--- src/rtl/smol_dec_pkg.sv ---
// Shared types for the SmolCore decode stage: format codes, opcodes and the
// decoded-entry payload held in the output slot and the skid register.
package smol_dec_pkg;

    localparam int unsigned INSTR_W  = 32;
    localparam int unsigned XLEN_MAX = 64;
    localparam int unsigned PC_W_MAX = 64;

    typedef enum logic [2:0] {
        FMT_NONE = 3'd0,
        FMT_U    = 3'd1,
        FMT_I    = 3'd2,
        FMT_S    = 3'd3,
        FMT_R    = 3'd4,
        FMT_J    = 3'd5,
        FMT_B    = 3'd6,
        FMT_X    = 3'd7
    } fmt_e;

    localparam logic [6:0] OPC_LUI      = 7'b0110111;
    localparam logic [6:0] OPC_AUIPC    = 7'b0010111;
    localparam logic [6:0] OPC_JAL      = 7'b1101111;
    localparam logic [6:0] OPC_JALR     = 7'b1100111;
    localparam logic [6:0] OPC_BRANCH   = 7'b1100011;
    localparam logic [6:0] OPC_LOAD     = 7'b0000011;
    localparam logic [6:0] OPC_STORE    = 7'b0100011;
    localparam logic [6:0] OPC_OP_IMM   = 7'b0010011;
    localparam logic [6:0] OPC_OP       = 7'b0110011;
    localparam logic [6:0] OPC_MISC_MEM = 7'b0001111;
    localparam logic [6:0] OPC_SYSTEM   = 7'b1110011;
    localparam logic [6:0] OPC_OP_IMM32 = 7'b0011011;
    localparam logic [6:0] OPC_OP32     = 7'b0111011;

    // Sized for the widest configuration; narrower builds use the low bits.
    typedef struct packed {
        logic [PC_W_MAX-1:0] pc;
        logic [6:0]          opcode;
        logic [4:0]          rd;
        logic [4:0]          rs1;
        logic [4:0]          rs2;
        logic [2:0]          funct3;
        logic [6:0]          funct7;
        fmt_e                fmt;
        logic [XLEN_MAX-1:0] imm;
        logic                illegal;
    } dec_entry_t;

endpackage

--- src/rtl/smol_dec_if.sv ---
// Fetch-side and execute-side handshake bundle of the decode stage.
interface smol_dec_if
    import smol_dec_pkg::*;
#(
    parameter int unsigned XLEN = 32,
    parameter int unsigned PC_W = 32
);
    logic               in_valid;
    logic               in_ready;
    logic [INSTR_W-1:0] in_instr;
    logic [PC_W-1:0]    in_pc;
    logic               out_valid;
    logic               out_ready;
    logic [PC_W-1:0]    out_pc;
    logic [6:0]         out_opcode;
    logic [4:0]         out_rd;
    logic [4:0]         out_rs1;
    logic [4:0]         out_rs2;
    logic [2:0]         out_funct3;
    logic [6:0]         out_funct7;
    fmt_e               out_fmt;
    logic [XLEN-1:0]    out_imm;
    logic               out_illegal;

    modport master (
        output in_valid, in_instr, in_pc, out_ready,
        input  in_ready, out_valid, out_pc, out_opcode, out_rd, out_rs1, out_rs2,
               out_funct3, out_funct7, out_fmt, out_imm, out_illegal
    );

    modport slave (
        input  in_valid, in_instr, in_pc, out_ready,
        output in_ready, out_valid, out_pc, out_opcode, out_rd, out_rs1, out_rs2,
               out_funct3, out_funct7, out_fmt, out_imm, out_illegal
    );
endinterface

--- src/rtl/smol_imm_gen.sv ---
// Combinational format classifier, immediate generator and legality check
// for one RV32I/RV64I instruction word.
module smol_imm_gen
    import smol_dec_pkg::*;
#(
    parameter int unsigned XLEN = 32
) (
    input  logic [INSTR_W-1:0] i_instr,
    output fmt_e               o_fmt,
    output logic [XLEN-1:0]    o_imm,
    output logic               o_illegal
);
    localparam bit RV64 = (XLEN == 64);

    logic [6:0]  w_opc;
    logic [2:0]  w_f3;
    logic        w_s;
    logic        w_shift;
    logic [63:0] w_imm_i, w_imm_s, w_imm_b, w_imm_u, w_imm_j;
    fmt_e        w_fmt;
    logic [63:0] w_imm;
    logic        w_bad;

    assign w_opc   = i_instr[6:0];
    assign w_f3    = i_instr[14:12];
    assign w_s     = i_instr[31];
    assign w_shift = (w_f3 == 3'b001) || (w_f3 == 3'b101);

    assign w_imm_i = {{52{w_s}}, i_instr[31:20]};
    assign w_imm_s = {{52{w_s}}, i_instr[31:25], i_instr[11:7]};
    assign w_imm_b = {{51{w_s}}, i_instr[31], i_instr[7], i_instr[30:25], i_instr[11:8], 1'b0};
    assign w_imm_u = {{32{w_s}}, i_instr[31:12], 12'b0};
    assign w_imm_j = {{43{w_s}}, i_instr[31], i_instr[19:12], i_instr[20], i_instr[30:21], 1'b0};

    // Opcodes outside the table also catch instr[1:0] != 2'b11.
    always_comb begin
        w_fmt = FMT_X;
        w_imm = '0;
        w_bad = 1'b0;
        case (w_opc)
            OPC_LUI, OPC_AUIPC: begin
                w_fmt = FMT_U;
                w_imm = w_imm_u;
            end
            OPC_LOAD, OPC_MISC_MEM, OPC_SYSTEM: begin
                w_fmt = FMT_I;
                w_imm = w_imm_i;
            end
            OPC_JALR: begin
                w_fmt = FMT_I;
                w_imm = w_imm_i;
                w_bad = (w_f3 != 3'b000);
            end
            OPC_OP_IMM: begin
                w_fmt = FMT_I;
                if (w_shift) begin
                    w_imm = RV64 ? 64'(i_instr[25:20]) : 64'(i_instr[24:20]);
                    w_bad = !RV64 && i_instr[25];
                end else begin
                    w_imm = w_imm_i;
                end
            end
            OPC_OP_IMM32: begin
                if (RV64) begin
                    w_fmt = FMT_I;
                    w_imm = w_shift ? 64'(i_instr[24:20]) : w_imm_i;
                end else begin
                    w_bad = 1'b1;
                end
            end
            OPC_STORE: begin
                w_fmt = FMT_S;
                w_imm = w_imm_s;
            end
            OPC_OP: w_fmt = FMT_R;
            OPC_OP32: begin
                if (RV64) w_fmt = FMT_R;
                else      w_bad = 1'b1;
            end
            OPC_JAL: begin
                w_fmt = FMT_J;
                w_imm = w_imm_j;
            end
            OPC_BRANCH: begin
                w_fmt = FMT_B;
                w_imm = w_imm_b;
                w_bad = (w_f3 == 3'b010) || (w_f3 == 3'b011);
            end
            default: w_bad = 1'b1;
        endcase
    end

    assign o_illegal = w_bad;
    assign o_fmt     = w_bad ? FMT_X : w_fmt;
    assign o_imm     = w_bad ? '0 : XLEN'(w_imm);

endmodule

--- src/rtl/smol_dec_stage.sv ---
// SmolCore decode stage: decodes the arriving word, registers it into the
// output slot, and parks one extra entry in a skid register under backpressure.
module smol_dec_stage
    import smol_dec_pkg::*;
#(
    parameter int unsigned XLEN = 32,
    parameter int unsigned PC_W = 32
) (
    input  logic       clk,
    input  logic       rst_n,
    input  logic       flush,
    smol_dec_if.slave  bus
);
    fmt_e            w_fmt;
    logic [XLEN-1:0] w_imm;
    logic            w_illegal;

    dec_entry_t w_dec;
    dec_entry_t r_slot, r_skid;
    dec_entry_t w_slot_nxt, w_skid_nxt;
    logic       r_valid, r_skid_full;
    logic       w_valid_nxt, w_skid_full_nxt;
    logic       w_in_xfer, w_out_xfer, w_slot_free;

    smol_imm_gen #(.XLEN(XLEN)) u_imm_gen (
        .i_instr   (bus.in_instr),
        .o_fmt     (w_fmt),
        .o_imm     (w_imm),
        .o_illegal (w_illegal)
    );

    always_comb begin
        w_dec         = '0;
        w_dec.pc      = PC_W_MAX'(bus.in_pc);
        w_dec.opcode  = bus.in_instr[6:0];
        w_dec.rd      = bus.in_instr[11:7];
        w_dec.funct3  = bus.in_instr[14:12];
        w_dec.rs1     = bus.in_instr[19:15];
        w_dec.rs2     = bus.in_instr[24:20];
        w_dec.funct7  = bus.in_instr[31:25];
        w_dec.fmt     = w_fmt;
        w_dec.imm     = XLEN_MAX'(w_imm);
        w_dec.illegal = w_illegal;
    end

    // in_ready comes straight off the skid-full flop.
    assign w_in_xfer   = bus.in_valid && !r_skid_full && !flush;
    assign w_out_xfer  = r_valid && bus.out_ready;
    assign w_slot_free = !r_valid || w_out_xfer;

    always_comb begin
        w_slot_nxt      = r_slot;
        w_skid_nxt      = r_skid;
        w_valid_nxt     = r_valid;
        w_skid_full_nxt = r_skid_full;
        if (flush) begin
            w_valid_nxt     = 1'b0;
            w_skid_full_nxt = 1'b0;
        end else if (w_slot_free) begin
            if (r_skid_full) begin
                w_slot_nxt      = r_skid;
                w_valid_nxt     = 1'b1;
                w_skid_full_nxt = 1'b0;
            end else begin
                w_valid_nxt = w_in_xfer;
                if (w_in_xfer) w_slot_nxt = w_dec;
            end
        end else if (w_in_xfer) begin
            w_skid_nxt      = w_dec;
            w_skid_full_nxt = 1'b1;
        end
    end

    always_ff @(posedge clk or negedge rst_n) begin
        if (!rst_n) begin
            r_slot      <= '0;
            r_skid      <= '0;
            r_valid     <= 1'b0;
            r_skid_full <= 1'b0;
        end else begin
            r_slot      <= w_slot_nxt;
            r_skid      <= w_skid_nxt;
            r_valid     <= w_valid_nxt;
            r_skid_full <= w_skid_full_nxt;
        end
    end

    assign bus.in_ready    = !r_skid_full;
    assign bus.out_valid   = r_valid;
    assign bus.out_pc      = PC_W'(r_slot.pc);
    assign bus.out_opcode  = r_slot.opcode;
    assign bus.out_rd      = r_slot.rd;
    assign bus.out_rs1     = r_slot.rs1;
    assign bus.out_rs2     = r_slot.rs2;
    assign bus.out_funct3  = r_slot.funct3;
    assign bus.out_funct7  = r_slot.funct7;
    assign bus.out_fmt     = r_slot.fmt;
    assign bus.out_imm     = XLEN'(r_slot.imm);
    assign bus.out_illegal = r_slot.illegal;

endmodule

--- src/flat_wrapper.sv ---
// flat-port wrapper written by rule: the top's interface ports become plain ports
module smol_dec_stage_flat import smol_dec_pkg::*;
#(
    parameter int unsigned XLEN = 32,
    parameter int unsigned PC_W = 32
)
  (clk, rst_n, flush, bus_in_valid, bus_in_instr, bus_in_pc, bus_out_ready, bus_in_ready, bus_out_valid, bus_out_pc, bus_out_opcode, bus_out_rd, bus_out_rs1, bus_out_rs2, bus_out_funct3, bus_out_funct7, bus_out_fmt, bus_out_imm, bus_out_illegal);
  smol_dec_if #(.XLEN(XLEN), .PC_W(PC_W)) bus_i ();
  input  logic clk;
  input  logic rst_n;
  input  logic flush;
  input wire logic [$bits(bus_i.in_valid)-1:0] bus_in_valid;
  input wire logic [$bits(bus_i.in_instr)-1:0] bus_in_instr;
  input wire logic [$bits(bus_i.in_pc)-1:0] bus_in_pc;
  input wire logic [$bits(bus_i.out_ready)-1:0] bus_out_ready;
  output wire logic [$bits(bus_i.in_ready)-1:0] bus_in_ready;
  output wire logic [$bits(bus_i.out_valid)-1:0] bus_out_valid;
  output wire logic [$bits(bus_i.out_pc)-1:0] bus_out_pc;
  output wire logic [$bits(bus_i.out_opcode)-1:0] bus_out_opcode;
  output wire logic [$bits(bus_i.out_rd)-1:0] bus_out_rd;
  output wire logic [$bits(bus_i.out_rs1)-1:0] bus_out_rs1;
  output wire logic [$bits(bus_i.out_rs2)-1:0] bus_out_rs2;
  output wire logic [$bits(bus_i.out_funct3)-1:0] bus_out_funct3;
  output wire logic [$bits(bus_i.out_funct7)-1:0] bus_out_funct7;
  output wire logic [$bits(bus_i.out_fmt)-1:0] bus_out_fmt;
  output wire logic [$bits(bus_i.out_imm)-1:0] bus_out_imm;
  output wire logic [$bits(bus_i.out_illegal)-1:0] bus_out_illegal;
  assign bus_i.in_valid = bus_in_valid;
  assign bus_i.in_instr = bus_in_instr;
  assign bus_i.in_pc = bus_in_pc;
  assign bus_i.out_ready = bus_out_ready;
  assign bus_in_ready = bus_i.in_ready;
  assign bus_out_valid = bus_i.out_valid;
  assign bus_out_pc = bus_i.out_pc;
  assign bus_out_opcode = bus_i.out_opcode;
  assign bus_out_rd = bus_i.out_rd;
  assign bus_out_rs1 = bus_i.out_rs1;
  assign bus_out_rs2 = bus_i.out_rs2;
  assign bus_out_funct3 = bus_i.out_funct3;
  assign bus_out_funct7 = bus_i.out_funct7;
  assign bus_out_fmt = bus_i.out_fmt;
  assign bus_out_imm = bus_i.out_imm;
  assign bus_out_illegal = bus_i.out_illegal;
  smol_dec_stage #(.XLEN(XLEN), .PC_W(PC_W)) u_core (.clk(clk), .rst_n(rst_n), .flush(flush), .bus(bus_i));
endmodule
--- config.mk ---
export PLATFORM = sky130hd
export DESIGN_NAME = smol_dec_stage_flat
export DESIGN_NICKNAME = d
export VERILOG_FILES = /design/src/rtl/smol_dec_pkg.sv /design/src/rtl/smol_dec_if.sv /design/src/rtl/smol_imm_gen.sv /design/src/rtl/smol_dec_stage.sv /design/src/flat_wrapper.sv
export SDC_FILE = /design/constraint.sdc
export NUM_CORES = 1
export LEC_CHECK = 0
export BUFFER_PORTS_ARGS = -buffer_cell sky130_fd_sc_hd__buf_4
export CORE_MARGIN = 2
export CORE_UTILIZATION = 39
export DETAILED_ROUTE_END_ITERATION = 6
export GPL_ROUTABILITY_DRIVEN = 0
export GPL_TIMING_DRIVEN = 0
export PLACE_DENSITY = 0.61
export SYNTH_ARGS = -nofsm -noshare
export SYNTH_HDL_FRONTEND = slang
export SYNTH_SLANG_ARGS = --single-unit
--- constraint.sdc ---
create_clock -name clk -period 1.8 [get_ports clk]
set_input_delay 0.18 -clock clk [delete_from_list [all_inputs] [get_ports clk]]
set_output_delay 0.18 -clock clk [all_outputs]
set_load 0.005 [all_outputs]
==> results.sh, run 1 <==
export IMPL_final_common_cell="nand2_1"
export IMPL_crit_path_top_delay_cell="or3_4"
export IMPL_slew_violations=0
export IMPL_synth_cells=960
export IMPL_cts_buffer_depth=3
export IMPL_synth_top_family_by_area="simple AND/OR/NAND/NOR gates"
export IMPL_cts_sinks=202
export IMPL_syn_nets=1029
export IMPL_ys_seq_elements=202
export IMPL_drive_above_1_share_pct=25.8
export IMPL_synth_cell_types=49
export IMPL_crit_chain="nor2b_4 > or3_4 > clkbuf_16 > buf_12 > buf_6 > nand2_1 > o21ai_0"
export IMPL_max_cap_violations=0
export IMPL_grt_first_pass_wirelength_um=44300
export IMPL_first_iter_violations=545
export IMPL_final_util_pct=53.9
export IMPL_postPlaceCellArea_um2=10900
export IMPL_slowest_delay_ns=0.41
export IMPL_syn_cell_area_um2=9250
export IMPL_routed_via_density=5.20
export IMPL_grt_ovfl_total=0
export IMPL_hold_viol=0
export IMPL_initial_core_util_pct=39.5
export IMPL_gr_usage_met2_pct=36.2
export IMPL_synth_xor_area_share_pct=0.189
export IMPL_peakVddDrop_mv=0.727
export IMPL_finClkSkew_ns=0.00718
export IMPL_critPathKind="reg2reg"
export IMPL_synthAdderAreaFrac_pct=0
export IMPL_worst_pin_slew_ns=0.677
export IMPL_fin_area_um2=12600
export IMPL_finalSetupTns_ns=0
export IMPL_wl_per_cell_um=18.2
export IMPL_max_freq_mhz=582
export IMPL_grt_util_met1_pct=31.2
export IMPL_coreArea_um2=23400
export IMPL_worst_path_stages=7
export IMPL_wirelength_um=28400
export IMPL_synth_warning_count=0
export IMPL_place_ws_ns=-0.738
export IMPL_dp_hpwl_um=19300
export IMPL_min_path_cells=3
export IMPL_dieArea_um2=25000
export IMPL_end_kind="flip-flop"
export IMPL_first_pass_iters=5
export IMPL_cp_buffers_inverters=3
export IMPL_min_period_ns=1.72
export IMPL_synth_sequential_area_ratio_pct=54.7
export IMPL_critPathTopFamily="simple AND/OR/NAND/NOR gates"
export IMPL_die_w_um=158
export IMPL_worst_setup_path_start_kind="flip-flop"
export IMPL_syn_to_final_growth_pct=36.4
export IMPL_io_pins=171
export IMPL_ant_nets=0
export IMPL_htree_num_levels=1
export IMPL_run_status="finished clean"
export IMPL_post_route_period_util_pct=95.4
export IMPL_drc_errors=0
export IMPL_antenna_found_initial=1
export IMPL_synth_edff_count=0
export IMPL_critical_path_required_ns=2.18
export IMPL_worstPathMaxFanout=10
export IMPL_worstSkewPairLatency_ns=0.51
export IMPL_synthFlopType="dfrtp_1"
export IMPL_cts_root_buf="clkbuf_16"
export IMPL_grt_max_degree=118
export IMPL_async_flop_share_pct=100
export IMPL_slew_headroom_pct=54.9
export IMPL_synth_simple_gate_area_share_pct=18.3
export IMPL_grt_pass1_vias=7862
export IMPL_grtUsageMet3_pct=5.42
export IMPL_portBuffers=168
export IMPL_path_clk_slew_ns=0.06
export IMPL_r2r_cells=7
export IMPL_arrival_ns=2.09
export IMPL_die_h_um=158
export IMPL_layout_common_cells="nand2_1, dfrtp_1, buf_4"
export IMPL_synth_mux_area_share_pct=7.05
export IMPL_leakage_nw=5.93
export IMPL_hold_path_class="in2reg"
export IMPL_powerDensity_nw_per_um2=974
export IMPL_grt_total_usage_pct=22.9
export IMPL_rsz0062_at_grt="no"
export IMPL_vias=8101
export IMPL_fin_ws_ns=0.0826
export IMPL_synth_compound_area_share_pct=15.6
export IMPL_cts_tree="yes"
export IMPL_cts_buffers_inserted=24
export IMPL_busiest_layer="met2"
export IMPL_avgSynthCellArea_um2=9.63
export IMPL_setup_viol=0
export IMPL_final_nets=1291
export IMPL_rows=56
export IMPL_insertedDiodeCount=0
-- registers in the layout (all words and copies together), names as in the netlist --
name / flops
u_core.r_skid: 100
u_core.bus.out_imm: 32
u_core.bus.out_pc: 32
u_core.bus.out_funct7: 7
u_core.bus.out_opcode: 7
u_core.bus.out_rd: 5
u_core.bus.out_rs1: 5
u_core.bus.out_rs2: 5
u_core.bus.out_fmt: 3
u_core.bus.out_funct3: 3
u_core.bus.out_illegal: 1
u_core.bus.out_valid: 1
u_core.r_skid_full: 1
-- through the flow --
step	hold slack [ns]	power, mW	instances
4_1_cts	0.00214	12.4	1558
2_1_floorplan	-0.116	6.25	960
6_report	0.0146	12.3	1559
3_3_place_gp	0.374	7.17	1447
3_5_place_dp	0.227	7.22	1448
5_1_grt	0.0481	12.9	1559
-- routing by layer --
metal | up-vias | wire length [µm]
met5 | - | 11
met4 | 2 | 934
met3 | 64 | 2240
met2 | 297 | 13100
met1 | 3907 | 12100
li1 | 3831 | -
-- cells in the mapped netlist, types with 2 or more instances --
library cell | n | area [µm²]
buf_2 | 19 | 95.1
o21ai_1 | 4 | 20.0
nor2_1 | 7 | 26.3
a31oi_1 | 2 | 12.5
nor3_1 | 3 | 15.0
and2_1 | 3 | 18.8
clkbuf_1 | 51 | 191
o311ai_2 | 15 | 244
and3_1 | 15 | 93.8
o22ai_1 | 3 | 18.8
a21oi_1 | 21 | 105
buf_6 | 3 | 33.8
mux2i_1 | 64 | 641
o311ai_1 | 9 | 78.8
nand2b_1 | 6 | 37.5
inv_1 | 11 | 41.3
xor2_1 | 2 | 17.5
o21ai_0 | 82 | 410
nand2_1 | 317 | 1190
o311ai_0 | 2 | 17.5
a22oi_1 | 25 | 188
o31ai_1 | 28 | 210
o31ai_2 | 4 | 50.1
or3_1 | 5 | 31.3
nand3_1 | 29 | 145
dfrtp_1 | 202 | 5050
nor2b_1 | 4 | 25.0
buf_4 | 3 | 22.5
-- worst min-delay path: stages --
cell and delay [ns]:
buf_4 0.11, mux2i_1 0.06, o21ai_0 0.14
-- power breakdown --
group | switching [mW] | total [mW] | leakage, nW | internal, mW
combinational | 0.958 | 1.85 | 2.90 | 0.887
sequential | 0.333 | 5.47 | 2.62 | 5.14
clock | 1.93 | 4.97 | 0.413 | 3.04
-- layout make-up --
type,count,area (µm²)
fill,2189,10800
timing repair buffer,238,1980
sequential,202,5060
tap,319,399
inverter,11,41.3
buffer,75,463
multi-input combinational,670,3840
clock buffer,36,757
clock inverter,8,71.3
-- timing repair --
action / CTS / global route
hold buffers: 64 / 0
endpoints found under the hold margin: 187 / 0
pin swaps: 2 / 1
endpoints found under the setup margin: 199 / 181
gates resized for setup: 55 / 37
buffers inserted: 3 / 1
cloned: 1 / 0
-- final timing paths --
check	from	endpoint	slack [ns]
max in group asynchronous	rst_n	u_core.bus.out_opcode[5]	0.53
max	u_core.bus.out_valid	u_core.bus.out_pc[24]	0.08
min	bus_in_instr[1]	u_core.bus.out_opcode[1]	0.01
min reg2reg	u_core.r_skid[123]	u_core.r_skid[123]	0.47
max reg2reg	u_core.bus.out_valid	u_core.bus.out_pc[24]	0.08
min in group asynchronous	rst_n	u_core.bus.out_imm[7]	0.26
-- kinds of logic (layout without fill, tap and decap cells) --
logic type      Yosys count  after routing
compound gates          202            202
xor+xnor                  2              2
buf+inv                  88            368
flops                   202            202
mux                      65             65
simple gates            401            401
No activity file was read; power rests on OpenSTA's default activity.
==> run 2, diff against run 1 <==
- PLACE_DENSITY: 0.61 -> 0.58
- clock period: 1.8 -> 1.83 ns (I/O delays scaled with it)
==> results.sh, run 2 (synthesized netlist as in run 1, its figures left out) <==
export IMPL_drc_errors=0
export IMPL_portBuffers=168
export IMPL_finalSetupTns_ns=0
export IMPL_finClkSkew_ns=0.00745
export IMPL_fin_area_um2=12600
export IMPL_antenna_found_initial=1
export IMPL_wl_per_cell_um=18.3
export IMPL_end_kind="flip-flop"
export IMPL_seqCellArea_um2=5050
export IMPL_first_pass_iters=4
export IMPL_fin_ws_ns=0.0622
export IMPL_power_mw=11.9
export IMPL_coreArea_um2=23400
export IMPL_p_sw_mw=3.11
export IMPL_regMostFlops="u_core.r_skid"
export IMPL_die_w_um=158
export IMPL_initial_core_util_pct=39.5
export IMPL_cts_sinks=202
export IMPL_worstSkewPairLatency_ns=0.50
export IMPL_layout_common_cells="nand2_1, dfrtp_1, buf_4"
export IMPL_post_route_period_util_pct=96.6
export IMPL_postPlaceCellArea_um2=10900
export IMPL_htree_num_levels=1
export IMPL_vias=8021
export IMPL_rows=56
export IMPL_drive_above_1_share_pct=25.8
export IMPL_die_h_um=158
export IMPL_cts_buffer_depth=3
export IMPL_syn_to_final_growth_pct=35.9
export IMPL_place_ws_ns=-0.762
export IMPL_wirelength_um=28500
export IMPL_setup_viol=0
export IMPL_slew_violations=0
export IMPL_critPathKind="reg2reg"
export IMPL_fillers=2210
export IMPL_arrival_ns=2.13
export IMPL_rsz0062_at_grt="no"
export IMPL_p_seq_share_pct=45.1
export IMPL_peakVddDrop_mv=0.558
export IMPL_largest_register_ffs=100
export IMPL_p_int_mw=8.83
export IMPL_max_freq_mhz=566
export IMPL_cts_root_buf="clkbuf_16"
export IMPL_dieArea_um2=25000
export IMPL_insertedDiodeCount=0
export IMPL_path_clk_slew_ns=0.06
export IMPL_run_status="finished clean"
export IMPL_grt_ovfl_total=0
export IMPL_routed_via_density=5.15
export IMPL_worst_setup_path_start_kind="flip-flop"
export IMPL_busiest_layer="met2"
export IMPL_slew_headroom_pct=54.3
export IMPL_final_nets=1290
export IMPL_io_pins=171
export IMPL_final_common_cell="nand2_1"
export IMPL_gr_usage_met2_pct=37.4
export IMPL_grt_first_pass_wirelength_um=44900
export IMPL_hold_path_class="in2reg"
export IMPL_pwr_share_clk_pct=39.7
export IMPL_comb_power_share_pct=15.2
export IMPL_leakage_nw=5.90
export IMPL_worst_pin_slew_ns=0.686
export IMPL_switching_share_pct=26.1
export IMPL_dp_hpwl_um=19700
export IMPL_grt_max_degree=117
export IMPL_hold_viol=0
export IMPL_grt_util_met1_pct=31.9
export IMPL_cts_tree="yes"
export IMPL_min_period_ns=1.77
export IMPL_worstPathMaxFanout=10
export IMPL_grt_total_usage_pct=23.2
export IMPL_grt_pass1_vias=7909
export IMPL_critical_path_required_ns=2.19
export IMPL_first_iter_violations=515
export IMPL_cts_buffers_inserted=23
export IMPL_powerDensity_nw_per_um2=950
export IMPL_ant_nets=0
export IMPL_max_cap_violations=0
export IMPL_multi_input_area_um2=3850
export IMPL_grtUsageMet3_pct=4.74
-- run 2: final cells by class --
type | count | area share [%]
well taps | 319 | 3.18
multi-input cells | 670 | 30.6
repair buffers | 238 | 15.7
clock inverters | 8 | 0.757
clock buffers | 33 | 5.52
inverters | 11 | 0.329
plain buffers | 75 | 3.62
flip-flops and latches | 202 | 40.2
-- run 2: through the flow --
step	std cells	hold WS, ns	utilization [%]
6_report	1556	0.0187	53.7
5_1_grt	1556	0.0552	53.7
4_1_cts	1552	0.00181	53.3
3_5_place_dp	1448	0.239	46.7
3_3_place_gp	1447	0.378	46.6
2_1_floorplan	960	-0.113	-
-- run 2: critical path: stages, from the launching register on --
cell       delay, ns
dfrtp_1         0.40
nor2b_4         0.15
or3_4           0.41
clkbuf_16       0.19
buf_8           0.15
buf_6           0.15
nand2_1         0.07
o21ai_0         0.10
-- run 2: power by group through the flow --
stage          sequential, mW  clock [mW]  combinational [mW]
4_1_cts                  5.38        4.83                1.82
6_report                 5.38        4.74                1.82
3_3_place_gp             5.44           0                1.63
2_1_floorplan            5.40           0               0.746
5_1_grt                  5.46        5.01                2.04
3_5_place_dp             5.45           0                1.67
-- run 2: timing repair --
action                     in CTS  in global routing
hold endpoints to repair      180                  0
pin swaps                       2                  2
resized for setup              45                 52
cloned                          1                  0
setup endpoints to repair     199                192
hold buffers                   62                  0
buffers inserted                2                  4
-- run 2: path summary, 6_finish.rpt --
path / start / to / slack (ns) / depth (start not counted)
worst max-delay path: u_core.bus.out_valid / u_core.bus.out_pc[22] / 0.06 / 7
worst min-delay path: bus_in_instr[0] / u_core.bus.out_opcode[0] / 0.02 / 3
worst max register to register: u_core.bus.out_valid / u_core.bus.out_pc[22] / 0.06 / 7
worst min register to register: u_core.r_skid[7] / u_core.r_skid[7] / 0.47 / 2
max in group asynchronous: rst_n / u_core.r_skid[96] / 0.54 / 3
min in group asynchronous: rst_n / u_core.bus.out_imm[7] / 0.27 / 2
-- run 2: layer usage --
layer	part of all wire [%]	wire length, µm	vias to the layer above
li1	-	-	3829
met1	44	12500	3895
met2	47	13400	244
met3	6.6	1880	51
met4	2.5	714	2
met5	0.042	12	-
==> run 3, diff against run 2 <==
--- a/config.mk
+++ b/config.mk
@@ -8,9 +8,10 @@
 export BUFFER_PORTS_ARGS = -buffer_cell sky130_fd_sc_hd__buf_4
 export CORE_MARGIN = 2
-export CORE_UTILIZATION = 39
+export CORE_UTILIZATION = 50
 export DETAILED_ROUTE_END_ITERATION = 6
 export GPL_ROUTABILITY_DRIVEN = 0
 export GPL_TIMING_DRIVEN = 0
-export PLACE_DENSITY = 0.58
+export PLACE_DENSITY = 0.72
+export REMOVE_ABC_BUFFERS = 1
 export SYNTH_ARGS = -nofsm -noshare
 export SYNTH_HDL_FRONTEND = slang
==> constraint.sdc (replaced) <==
create_clock -name clk -period 1.83 [get_ports clk]
set_input_delay 0 -clock clk [delete_from_list [all_inputs] [get_ports clk]]
set_output_delay 0 -clock clk [all_outputs]
set_load 0.005 [all_outputs]
==> results.sh, run 3 (synthesized netlist as in run 1, its figures left out) <==
export IMPL_p_sw_mw=3.10
export IMPL_final_common_cell="nand2_1"
export IMPL_grt_total_usage_pct=26.5
export IMPL_max_freq_mhz=557
export IMPL_critical_path_required_ns=2.22
export IMPL_powerDensity_nw_per_um2=942
export IMPL_fillers=1357
export IMPL_r2r_cells=6
export IMPL_first_iter_violations=551
export IMPL_p_seq_share_pct=45.2
export IMPL_grt_max_degree=79
export IMPL_worst_pin_slew_ns=0.930
export IMPL_slew_violations=0
export IMPL_place_ws_ns=-1.15
export IMPL_path_clk_slew_ns=0.07
export IMPL_worstReg2RegStart="u_core.bus.out_valid"
export IMPL_vias=8149
export IMPL_grt_ovfl_total=0
export IMPL_hold_viol=0
export IMPL_finClkSkew_ns=0.0220
export IMPL_endpoint="u_core.r_skid[26]"
export IMPL_io_pins=171
export IMPL_coreArea_um2=18000
export IMPL_fin_ws_ns=0.0339
export IMPL_htree_num_levels=1
export IMPL_dieArea_um2=19600
export IMPL_post_route_period_util_pct=98.2
export IMPL_drive_above_1_share_pct=24.1
export IMPL_portBuffers=170
export IMPL_pwr_share_clk_pct=39.3
export IMPL_drc_errors=0
export IMPL_switching_share_pct=26.1
export IMPL_wl_per_cell_um=19.7
export IMPL_end_kind="flip-flop"
export IMPL_critPathKind="reg2reg"
export IMPL_cts_buffers_inserted=22
export IMPL_rows=49
export IMPL_worst_setup_path_start_kind="flip-flop"
export IMPL_placed_cells=1291
export IMPL_grt_pass1_vias=8066
export IMPL_p_int_mw=8.80
export IMPL_grt_first_pass_wirelength_um=42600
export IMPL_crit_start="u_core.bus.out_valid"
export IMPL_cts_root_buf="clkbuf_16"
export IMPL_wirelength_um=28200
export IMPL_leakage_nw=5.91
export IMPL_setup_viol=0
export IMPL_syn_to_final_growth_pct=36.6
export IMPL_max_cap_violations=0
export IMPL_reg2reg_slack_ns=0.03
export IMPL_cts_buffer_depth=3
export IMPL_layout_common_cells="nand2_1, dfrtp_1, buf_4"
export IMPL_min_period_ns=1.80
export IMPL_die_w_um=140
export IMPL_post_layout_nonfiller_instances=1430
export IMPL_antenna_found_initial=0
export IMPL_hold_path_class="in2async"
export IMPL_comb_power_share_pct=15.6
export IMPL_worstSkewPairLatency_ns=0.51
export IMPL_insertedDiodeCount=0
export IMPL_initial_core_util_pct=51.3
export IMPL_peakVddDrop_mv=0.840
export IMPL_slew_headroom_pct=37.6
export IMPL_die_h_um=140
export IMPL_ant_nets=0
export IMPL_dp_hpwl_um=14400
export IMPL_final_nets=1256
export IMPL_largest_register_ffs=100
export IMPL_first_pass_iters=5
export IMPL_cts_sinks=202
export IMPL_holdWs_ns=0.0239
export IMPL_routed_via_density=5.70
export IMPL_regMostFlops="u_core.r_skid"
export IMPL_worstPathMaxFanout=34
export IMPL_cts_tree="yes"
export IMPL_run_status="finished clean"
export IMPL_arrival_ns=2.19
export IMPL_r2r_end="u_core.r_skid[26]"
run 3: changes by cell type in the layout (fill, tap and decap cells not counted), sizes merged:
cell,delta
clkinvlp,-2
clkbuf,-44
buf,-8
bufinv,+2
dlygate4sd3,+8
or3,+4
and2,+1
clkinv,+1
nand2,+2
run 3: how the worst min path moves through the flow:
stage | startpoint | endpoint | cells past startpoint
after floorplan | rst_n | u_core.bus.out_fmt[0] | 0
after global placement | flush | u_core.bus.out_valid | 2
after detailed placement | rst_n | u_core.bus.out_pc[13] | 1
after CTS | bus_in_valid | u_core.r_skid[19] | 3
after global routing | bus_in_instr[2] | u_core.r_skid[95] | 3
final | rst_n | u_core.r_skid[123] | 2
run 3: final cells by class:
class                      count  area, µm²  share of cell area (%)
tap                          229        287                    2.27
multi-input combinational    677       4000                    31.7
clock inverter                 9        156                    1.24
sequential                   202       5060                    40.1
inverter                      11       43.8                   0.347
clock buffer                  29        597                    4.73
timing repair buffer         273       2480                    19.7
run 3: critical path: stages, from the launching register on:
cell	delay, ns
dfrtp_1	0.43
nand2b_1	0.18
nor3_4	0.22
buf_6	0.18
nand2_8	0.15
buf_16	0.23
o31ai_1	0.27
run 3: power groups by stage:
stage	clock network (mW)	registers, mW	logic [mW]
finish	4.67	5.37	1.85
detailed placement	0	5.44	1.60
global route	4.93	5.43	2.06
global placement	0	5.43	1.52
floorplan	0	5.41	0.684
CTS	4.75	5.36	1.78
run 3: repair_timing:
action	CTS	global route
buffers inserted	13	6
gates resized for setup	12	14
setup endpoints to repair	201	116
gates cloned	5	7
endpoints found under the hold margin	312	2
hold buffers	69	1
pin swaps	4	4
run 3: metrics by stage:
stage               TNS (ns)  area (µm²)  total power [mW]  util (%)
detailed placement   -131.47       10700              7.04      59.6
floorplan            -722.68        8900              6.10         -
global placement    -1414.89       10500              6.94      58.0
CTS                        0       12400              11.9      68.7
global route         -0.0826       12600              12.4      70.1
finish                     0       12600              11.9      70.1
run 3: metal layers:
metal	global-route usage, %	up-vias	share of wire [%]
li1	-	3774	-
met1	37.1	4005	44
met2	43.7	322	47
met3	4.41	48	6.9
met4	6.53	0	2.2
met5	0	-	0
